## src/rtl/fire_scheduler_if.sv

```systemverilog
// Handshake/status bundle between a run controller and the fire scheduler.
// The controller side (master) drives the run controls and the excitation vector.
interface fire_scheduler_if #(
    parameter int NT = 8,
    parameter int FW = 4
);
    logic          start;
    logic          stop;
    logic          mode;
    logic [15:0]   seed;
    logic [31:0]   max_steps;
    logic [NT-1:0] excited;
    logic [FW-1:0] fire;
    logic          busy;
    logic          done;
    logic          deadlock;
    logic [31:0]   step_count;
    logic [FW-1:0] last_fired;

    modport master (
        output start, stop, mode, seed, max_steps, excited,
        input  fire, busy, done, deadlock, step_count, last_fired
    );

    modport slave (
        input  start, stop, mode, seed, max_steps, excited,
        output fire, busy, done, deadlock, step_count, last_fired
    );
endinterface

```

## src/rtl/fire_scheduler.sv

```systemverilog
// Picks one excited transition per step (round-robin or LFSR-random), drives its
// index on fire for one cycle, then idles while the modelled circuit settles.
module fire_scheduler #(
    parameter int NT     = 8,
    parameter int FW     = 4,
    parameter int SETTLE = 1
) (
    input  logic             clk,
    input  logic             reset,
    fire_scheduler_if.slave  bus
);
    localparam logic [FW-1:0] IDLE_CODE = '1;
    localparam logic [15:0]   LFSR_DEF  = 16'hACE1;

    typedef enum logic [1:0] {S_IDLE, S_PICK, S_FIRE, S_SETTLE} state_t;

    state_t        state;
    logic [FW-1:0] ptr;
    logic [15:0]   lfsr;
    logic [31:0]   settle_cnt;
    logic [FW-1:0] rr_first;
    logic [FW-1:0] rnd_first;
    logic [FW-1:0] sel;

    // First set bit of exc scanning first, first+1, ... modulo NT.
    function automatic logic [FW-1:0] scan_from(input logic [FW-1:0] first,
                                                input logic [NT-1:0] exc);
        logic [FW-1:0] res;
        logic          found;
        int            idx;
        res   = IDLE_CODE;
        found = 1'b0;
        for (int k = 0; k < NT; k++) begin
            idx = (int'(first) + k) % NT;
            if (!found && exc[idx]) begin
                res   = FW'(idx);
                found = 1'b1;
            end
        end
        return res;
    endfunction

    // Right-shifting Galois form of x^16+x^14+x^13+x^11+1.
    function automatic logic [15:0] lfsr_next(input logic [15:0] v);
        return {1'b0, v[15:1]} ^ (v[0] ? 16'hB400 : 16'h0000);
    endfunction

    function automatic logic [31:0] sat_inc(input logic [31:0] v);
        return (v == 32'hFFFF_FFFF) ? v : v + 32'd1;
    endfunction

    always_comb begin
        rr_first  = FW'((int'(ptr) + 1) % NT);
        rnd_first = FW'(int'(lfsr) % NT);
        sel       = bus.mode ? scan_from(rnd_first, bus.excited)
                             : scan_from(rr_first, bus.excited);
    end

    always_ff @(posedge clk) begin
        if (reset) begin
            state          <= S_IDLE;
            ptr            <= FW'(NT - 1);
            lfsr           <= LFSR_DEF;
            settle_cnt     <= '0;
            bus.fire       <= IDLE_CODE;
            bus.busy       <= 1'b0;
            bus.done       <= 1'b0;
            bus.deadlock   <= 1'b0;
            bus.step_count <= '0;
            bus.last_fired <= IDLE_CODE;
        end else begin
            case (state)
                S_IDLE: begin
                    // stop has priority over a simultaneous start
                    if (bus.start && !bus.stop) begin
                        state          <= S_PICK;
                        bus.busy       <= 1'b1;
                        bus.done       <= 1'b0;
                        bus.deadlock   <= 1'b0;
                        bus.step_count <= '0;
                        ptr            <= FW'(NT - 1);
                        lfsr           <= (bus.seed == 16'h0000) ? LFSR_DEF : bus.seed;
                    end
                end
                S_PICK: begin
                    if (bus.stop) begin
                        state    <= S_IDLE;
                        bus.busy <= 1'b0;
                    end else if (bus.max_steps != 32'd0 && bus.step_count == bus.max_steps) begin
                        state    <= S_IDLE;
                        bus.done <= 1'b1;
                        bus.busy <= 1'b0;
                    end else if (bus.excited == '0) begin
                        state        <= S_IDLE;
                        bus.deadlock <= 1'b1;
                        bus.busy     <= 1'b0;
                    end else begin
                        state          <= S_FIRE;
                        bus.fire       <= sel;
                        bus.last_fired <= sel;
                        bus.step_count <= sat_inc(bus.step_count);
                        ptr            <= sel;
                        lfsr           <= lfsr_next(lfsr);
                    end
                end
                S_FIRE: begin
                    bus.fire   <= IDLE_CODE;
                    settle_cnt <= '0;
                    if (bus.stop) begin
                        state    <= S_IDLE;
                        bus.busy <= 1'b0;
                    end else if (SETTLE == 0) begin
                        state <= S_PICK;
                    end else begin
                        state <= S_SETTLE;
                    end
                end
                S_SETTLE: begin
                    if (bus.stop) begin
                        state    <= S_IDLE;
                        bus.busy <= 1'b0;
                    end else if (settle_cnt == 32'(SETTLE - 1)) begin
                        state <= S_PICK;
                    end else begin
                        settle_cnt <= settle_cnt + 32'd1;
                    end
                end
                default: state <= S_IDLE;
            endcase
        end
    end
endmodule

```

## src/flat_wrapper.sv

```systemverilog
// flat-port wrapper written by rule: the top's interface ports become plain ports
module fire_scheduler_flat 
#(
    parameter int NT     = 8,
    parameter int FW     = 4,
    parameter int SETTLE = 1
)
  (clk, reset, bus_start, bus_stop, bus_mode, bus_seed, bus_max_steps, bus_excited, bus_fire, bus_busy, bus_done, bus_deadlock, bus_step_count, bus_last_fired);
  fire_scheduler_if #(.NT(NT), .FW(FW)) bus_i ();
  input  logic clk;
  input  logic reset;
  input wire logic [$bits(bus_i.start)-1:0] bus_start;
  input wire logic [$bits(bus_i.stop)-1:0] bus_stop;
  input wire logic [$bits(bus_i.mode)-1:0] bus_mode;
  input wire logic [$bits(bus_i.seed)-1:0] bus_seed;
  input wire logic [$bits(bus_i.max_steps)-1:0] bus_max_steps;
  input wire logic [$bits(bus_i.excited)-1:0] bus_excited;
  output wire logic [$bits(bus_i.fire)-1:0] bus_fire;
  output wire logic [$bits(bus_i.busy)-1:0] bus_busy;
  output wire logic [$bits(bus_i.done)-1:0] bus_done;
  output wire logic [$bits(bus_i.deadlock)-1:0] bus_deadlock;
  output wire logic [$bits(bus_i.step_count)-1:0] bus_step_count;
  output wire logic [$bits(bus_i.last_fired)-1:0] bus_last_fired;
  assign bus_i.start = bus_start;
  assign bus_i.stop = bus_stop;
  assign bus_i.mode = bus_mode;
  assign bus_i.seed = bus_seed;
  assign bus_i.max_steps = bus_max_steps;
  assign bus_i.excited = bus_excited;
  assign bus_fire = bus_i.fire;
  assign bus_busy = bus_i.busy;
  assign bus_done = bus_i.done;
  assign bus_deadlock = bus_i.deadlock;
  assign bus_step_count = bus_i.step_count;
  assign bus_last_fired = bus_i.last_fired;
  fire_scheduler #(.NT(NT), .FW(FW), .SETTLE(SETTLE)) u_core (.clk(clk), .reset(reset), .bus(bus_i));
endmodule
```

## config.mk

```make
export PLATFORM = sky130hd
export DESIGN_NAME = fire_scheduler_flat
export DESIGN_NICKNAME = d
export VERILOG_FILES = /design/src/rtl/fire_scheduler_if.sv /design/src/rtl/fire_scheduler.sv /design/src/flat_wrapper.sv
export SDC_FILE = /design/constraint.sdc
export NUM_CORES = 1
export LEC_CHECK = 0
export CAP_MARGIN = 20
export CORE_MARGIN = 3
export CORE_UTILIZATION = 55
export CTS_CLUSTER_SIZE = 12
export DETAILED_ROUTE_END_ITERATION = 16
export PLACE_DENSITY = 0.85
export SLEW_MARGIN = 10
export SYNTH_ARGS = -nofsm -noshare
export SYNTH_HDL_FRONTEND = slang
export SYNTH_SLANG_ARGS = --single-unit
```

## constraint.sdc

```tcl
create_clock -name clk -period 8.2 [get_ports clk]
set_input_delay 1.64 -clock clk [delete_from_list [all_inputs] [get_ports clk]]
set_output_delay 1.64 -clock clk [all_outputs]
set_load 0.01 [all_outputs]
```

After elaboration in Yosys (flattened, before gate mapping)
Index checks and enable logic that the tools add are counted.
W data, S select, Z words.

storage, ports and cells
  input port bits = 61
  register bits = 96

operators by class
  reduce and logical (&&, ||, !) cells = 63
  equal/unequal tests = 17
  add/sub/neg operators = 17
  order comparisons = 16
  bitwise operators = 18
  muxes and demuxes = 121

operator list
  operator                 number
  $mux W32                 7
  $pmux W32 S2             2
  $mux W16                 6
  $mux W4                  20
  $lt A4 B5 Y1 const B     14
  $add A32 B1 Y32 const B  2
  $mux W1                  55
  $bmux W1 S3              16
  $reduce_or A3 Y1         14
  $eq A32 B32 Y1           1
  $eq A32 B32 Y1 const B   1
  $logic_not A32 Y1        1
  $pmux W16 S2             1
  $reduce_bool A32 Y1      1
  $add A3 B3 Y3 const B    8
  $logic_and A1 B1 Y1      16
  $logic_not A16 Y1        1
  $xor A15 B16 Y16         1
  $logic_not A1 Y1         15
  $and A1 B1 Y1 const A    14
  $mux W2                  7
  $add A3 B2 Y3 const B    4
  $ne A2 B2 Y1 const B     6
  $reduce_and A4 Y1        3
  22 further kinds         36

Longest topological paths before layout
  depth in word-level cells = 32
  mapped depth = 12

Worst setup path before layout
OpenSTA, ideal clock, no wires.

  kind = input port to flip-flop
  start = in bus_excited[1]
  end = reg u_core.bus.fire[0]
  required time = 8080 ps
  library setup time = 120 ps
  stages = 8
  arrival = 3408 ps
  path slack = 4672 ps
  path buffers = 1
  path through = buf_2 > mux4_2 > mux2i_1 > and4_1 > a21bo_1 > a221oi_2 > o21ai_2 > o31a_1

on the way
  longest elaborated chain between the ends = 29
  elaborated cells on any way between the ends = 112
  classes of those cells = eq/ne: 1; mux: 81; reduce/logical: 30

ends and longest elaborated chain
  item                           line                     text
  start, declared                flat_wrapper.sv:17       input wire logic [$bits(bus_i.excited)-1:0] bus_excited;
  $bmux W1 S3                    fire_scheduler.sv:35     if (!found && exc[idx]) begin
  $mux W1 (implied by the code)  fire_scheduler.sv:35
  $mux W1                        fire_scheduler.sv:35
  $logic_not A1 Y1               fire_scheduler.sv:35
  $logic_and A1 B1 Y1            fire_scheduler.sv:35
  $mux W1                        fire_scheduler.sv:35
  $logic_not A1 Y1               fire_scheduler.sv:35
  $logic_and A1 B1 Y1            fire_scheduler.sv:35
  [... 11 more ...]              -
  $logic_and A1 B1 Y1            fire_scheduler.sv:35
  $mux W1                        fire_scheduler.sv:35
  $logic_not A1 Y1               fire_scheduler.sv:35
  $logic_and A1 B1 Y1            fire_scheduler.sv:35
  $mux W4                        fire_scheduler.sv:35
  $mux W4                        fire_scheduler.sv:55     sel = bus.mode ? scan_from(rnd_first, bus.excited)
  $mux W4 (3 in a row)           -
  $pmux W4 S2                    fire_scheduler.sv:72     case (state)
  end signal, assigned           fire_scheduler.sv:99     bus.fire <= sel;
  end, declared                  fire_scheduler_if.sv:27  output fire, busy, done, deadlock, step_count, last_fired

Several ways; a longest one is shown, not always the timed one. The select of a mux whose other input is x is not followed.
A chain may end at the register's enable or synchronous reset.

Final worst setup path
  start = in bus_excited[7]
  end = reg u_core.ptr[0]

on the way
  longest elaborated chain between the ends = 29
  elaborated cells on any way between the ends = 112
  classes of those cells = eq/ne: 1; mux: 81; reduce/logical: 30

ends and longest elaborated chain
  item                           line                   text
  $bmux W1 S3                    fire_scheduler.sv:35
  $mux W1 (implied by the code)  fire_scheduler.sv:35
  $mux W1                        fire_scheduler.sv:35
  $logic_not A1 Y1               fire_scheduler.sv:35
  $logic_and A1 B1 Y1            fire_scheduler.sv:35
  $mux W1                        fire_scheduler.sv:35
  $logic_not A1 Y1               fire_scheduler.sv:35
  $logic_and A1 B1 Y1            fire_scheduler.sv:35
  [... 13 more ...]              -
  $logic_not A1 Y1               fire_scheduler.sv:35
  $logic_and A1 B1 Y1            fire_scheduler.sv:35
  $mux W4                        fire_scheduler.sv:35
  $mux W4                        fire_scheduler.sv:55
  $mux W4                        fire_scheduler.sv:93   end else if (bus.excited == '0) begin
  $mux W4                        fire_scheduler.sv:89   end else if (bus.max_steps != 32'd0 && bus.step_count == bus.max_steps) begin
  $mux W4                        fire_scheduler.sv:86   if (bus.stop) begin
  $pmux W3 S2                    fire_scheduler.sv:72
  end signal, assigned           fire_scheduler.sv:62   ptr <= FW'(NT - 1);
  end signal, assigned           fire_scheduler.sv:81   ptr <= FW'(NT - 1);
  end signal, assigned           fire_scheduler.sv:102  ptr <= sel;
  end, declared                  fire_scheduler.sv:18   logic [FW-1:0] ptr;

Several ways; a longest one is shown, not always the timed one. The select of a mux whose other input is x is not followed.

==> metrics.md <==
| Metric | Value |
|---|---|
| Status | `finished, final reports clean` |
| Tmin final | `4.11 ns` |
| Post-DR wirelength/cell | `17.8 um` |
| I/O Buffers | `103` |
| Total Die Area | `14100 um^2` |
| CP Capture Type | `register` |
| Crit-path cells | `clkdlybuf4s50_1 -> mux4_2 -> mux2i_1 -> and2b_1 -> nand4_1 -> a211oi_1 -> o21ai_2 -> o21a_1` |
| H-tree Lvls | `3` |
| Worst-Margin Slew | `1.02 ns` |
| 1st-iter DRT viols | `919` |
| Hold_ws | `0.462 ns` |
| Initial Utilization | `0.571` |
| Slowest library cell on the worst path | `clkdlybuf4s50_1` |
| CP startpoint kind | `primary input` |
| Number of global-route vias before repair | `6309` |
| Critical path required time | `8.44 ns` |
| Clk Latency, worst-skew pair | `0.35 ns` |
| Area of the mapped netlist | `6970 um^2` |
| HP Class | `register to register` |
| Post-layout util | `0.675` |
| Yosys reg bits | `96` |
| Final worst slack | `4.09 ns` |
| Routed WL | `18900 um` |
| Cells after Synth | `824` |
| GP Congestion | `0.948` |
| First-pass GRT wire length | `31400 um` |
| RSZ-0062 raised after global routing | `no` |
| Hold buffers post-CTS | `0` |
| Hold Crit Depth | `2` |
| Hold-critical path endpoint | `u_core.lfsr[12]$_SDFFE_PP0P_` |
| Met2 Use GR | `0.445` |
| Cell variety after synth | `81` |
| Crit-path max FO | `14` |
| Fin nets | `952` |
| Worst path arrival time | `4.35 ns` |
| Post-Syn Nets | `891` |
| IO Count | `104` |
| Max-cap viol count | `0` |
| Clock net sink count | `96` |
| Worst Setup Path Type | `primary input to register` |
| Detailed Place HPWL | `13700 um` |
| Die Wd | `119 um` |
| Diode count | `0` |
| CTS Buf Count | `9` |
| Remaining global-route overflow | `0` |
| Grt peak-use layer | `met2` |
| CTS tree | `yes` |
| Inst Count DP | `1040` |
| Min-delay src | `u_core.lfsr[12]$_SDFFE_PP0P_` |
| Residual DRC | `0` |
| CORE AREA | `12200 um^2` |
| Yosys warns | `0` |
| Root Buffer | `clkbuf_16` |
| FP Rows | `40` |
| Synth-to-layout area growth | `18.3%` |
| Final critical-path share of the clock period | `0.502` |
| Leak Pwr | `2.64 nW` |
| Fin Clk Skew | `0.0103 ns` |
| CP startpoint | `bus_excited[7]` |
| Setup violators final | `0` |
| Post-CTS Setup Repair Bufs | `0` |
| Post-DRT Antenna Nets | `0` |
| Sequential area share after synthesis | `0.276` |
| Max_slew headroom | `0.322` |
| Layout cell share with drive strength beyond 1 | `0.0989` |
| Peak VDD IR | `0.000125 V` |
| Syn_area_per_cell | `8.46 um^2` |
| Hold violation count in the final report | `0` |
| Post-synth ARST share | `0` |
| CP max stage delay | `0.66 ns` |
| Clock buffer depth | `2` |
| Via count | `6774` |
| Crit Reg-Reg Endpoint | `u_core.ptr[0]$_SDFFE_PP1P_` |
| RR Startpoint | `u_core.ptr[0]$_SDFFE_PP1P_` |
| Reg2Reg Setup Slack | `4.35 ns` |
| Path depth of the worst reg2reg path | `8` |
| Place WS | `3.78 ns` |
| Final TNS setup | `0 ns` |
| Clock transition at path regs | `0.07 ns` |
| Largest net degree at the start of global routing | `40` |
| GR Util met1 | `0.356` |
| Post-synth top flop | `dfxtp_1` |
| CTS resizes | `0` |
| Achievable frequency | `0.243 GHz` |
| Post-synth EDFFs | `0` |
| Vias per cell | `6.40` |
| Pre-Repair DR Iteration Count | `6` |
| Die height | `119 um` |
| Initial antenna violation count | `0` |
| Final cell count without fillers | `1058` |
| Pins Over Slew Limit | `0` |
| Power per Cell Area | `143 nW/um^2` |
| Met3 usage | `0.0474` |
| Aggregate global-route resource usage | `0.265` |
## worst max-delay path by stage
stage                                            endpoint  slack (ns)  cells after the start
after CTS                 u_core.bus.fire[0]$_SDFFE_PP1P_        4.12                      8
after floorplan           u_core.bus.fire[0]$_SDFFE_PP1P_        4.67                      8
after detailed placement  u_core.bus.fire[0]$_SDFFE_PP1P_        3.78                      8
after global placement       u_core.lfsr[12]$_SDFFE_PP0P_        3.87                      8
final                          u_core.ptr[0]$_SDFFE_PP1P_        4.09                      8
after global routing         u_core.lfsr[14]$_SDFFE_PP0P_        3.84                      8
## cell usage in the layout (no fill, tap or decap), drive strengths merged, types with 27 or more instances in the layout
cell	netlist	final
mux2i	30	30
nor4	28	28
a21oi	51	51
xnor2	54	54
nand4	32	32
dfxtp	96	96
nor2	69	69
clkdlybuf4s50	0	103
o21ai	33	33
nand2	75	75
or3	27	27
## logic make-up (layout without fill, tap and decap cells)
logic type	after synthesis	count (layout)	share of synthesized area
AND/OR/NAND/NOR	343	343	0.265
AO/OA/AOI/OAI	173	173	0.176
flip-flops	96	96	0.276
buffers and inverters	77	143	0.0535
XOR/XNOR	69	69	0.0887
multiplexers	60	60	0.131
adder cells (fa/ha/maj)	6	6	0.0108
## where the power goes
part           leakage, nW  switching (mW)  internal [mW]
registers            0.779          0.0190          0.477
logic                 1.73           0.143          0.131
clock network        0.132           0.196          0.211
## critical path: cells and delay by family
kind	cells	cell delay (ns)
simple gates	2	0.36
compound gates	3	0.58
mux	2	1.11
buf+inv	1	0.66
## layout make-up
cell class	count	area (um^2)
Clock buffer	9	225
Clock inverter	7	62.6
Fill cell	998	3970
Inverter	20	75.1
Multi-Input combinational cell	651	4670
Sequential cell	96	1920
Tap cell	168	210
Timing Repair Buffer	107	1080
## Yosys cell counts (23+ instances only)
cell | n | area [um^2]
nand3_1 | 23 | 115
clkbuf_1 | 26 | 97.6
or3_1 | 27 | 169
nand2_1 | 75 | 282
nand4_1 | 32 | 200
mux2i_1 | 28 | 280
a21oi_1 | 44 | 220
nor4_1 | 25 | 156
xnor2_1 | 54 | 473
dfxtp_1 | 96 | 1920
nor2_1 | 68 | 255
## state kept, by name (all words and copies together) (netlist names)
register and flops:
u_core.settle_cnt 32, u_core.lfsr 16, u_core.bus.step_count 32, u_core.bus.busy 1, u_core.bus.done 1, u_core.bus.fire 4, u_core.bus.last_fired 4, u_core.bus.deadlock 1
u_core.ptr 3, u_core.state 2
## through the flow
stage                     total power [mW]  area, um^2
final                                 1.18        8240
after global placement               0.767        7930
after CTS                             1.18        8210
after floorplan                      0.697        6970
after detailed placement             0.773        7930
after global routing                  1.23        8240
## layer usage
layer | wire length, um | up-vias
met5 | 0 | -
met4 | 346 | 0
met3 | 1270 | 36
met2 | 9330 | 245
met1 | 7930 | 3293
li1 | - | 3200
(Power assumes the default switching activity.)
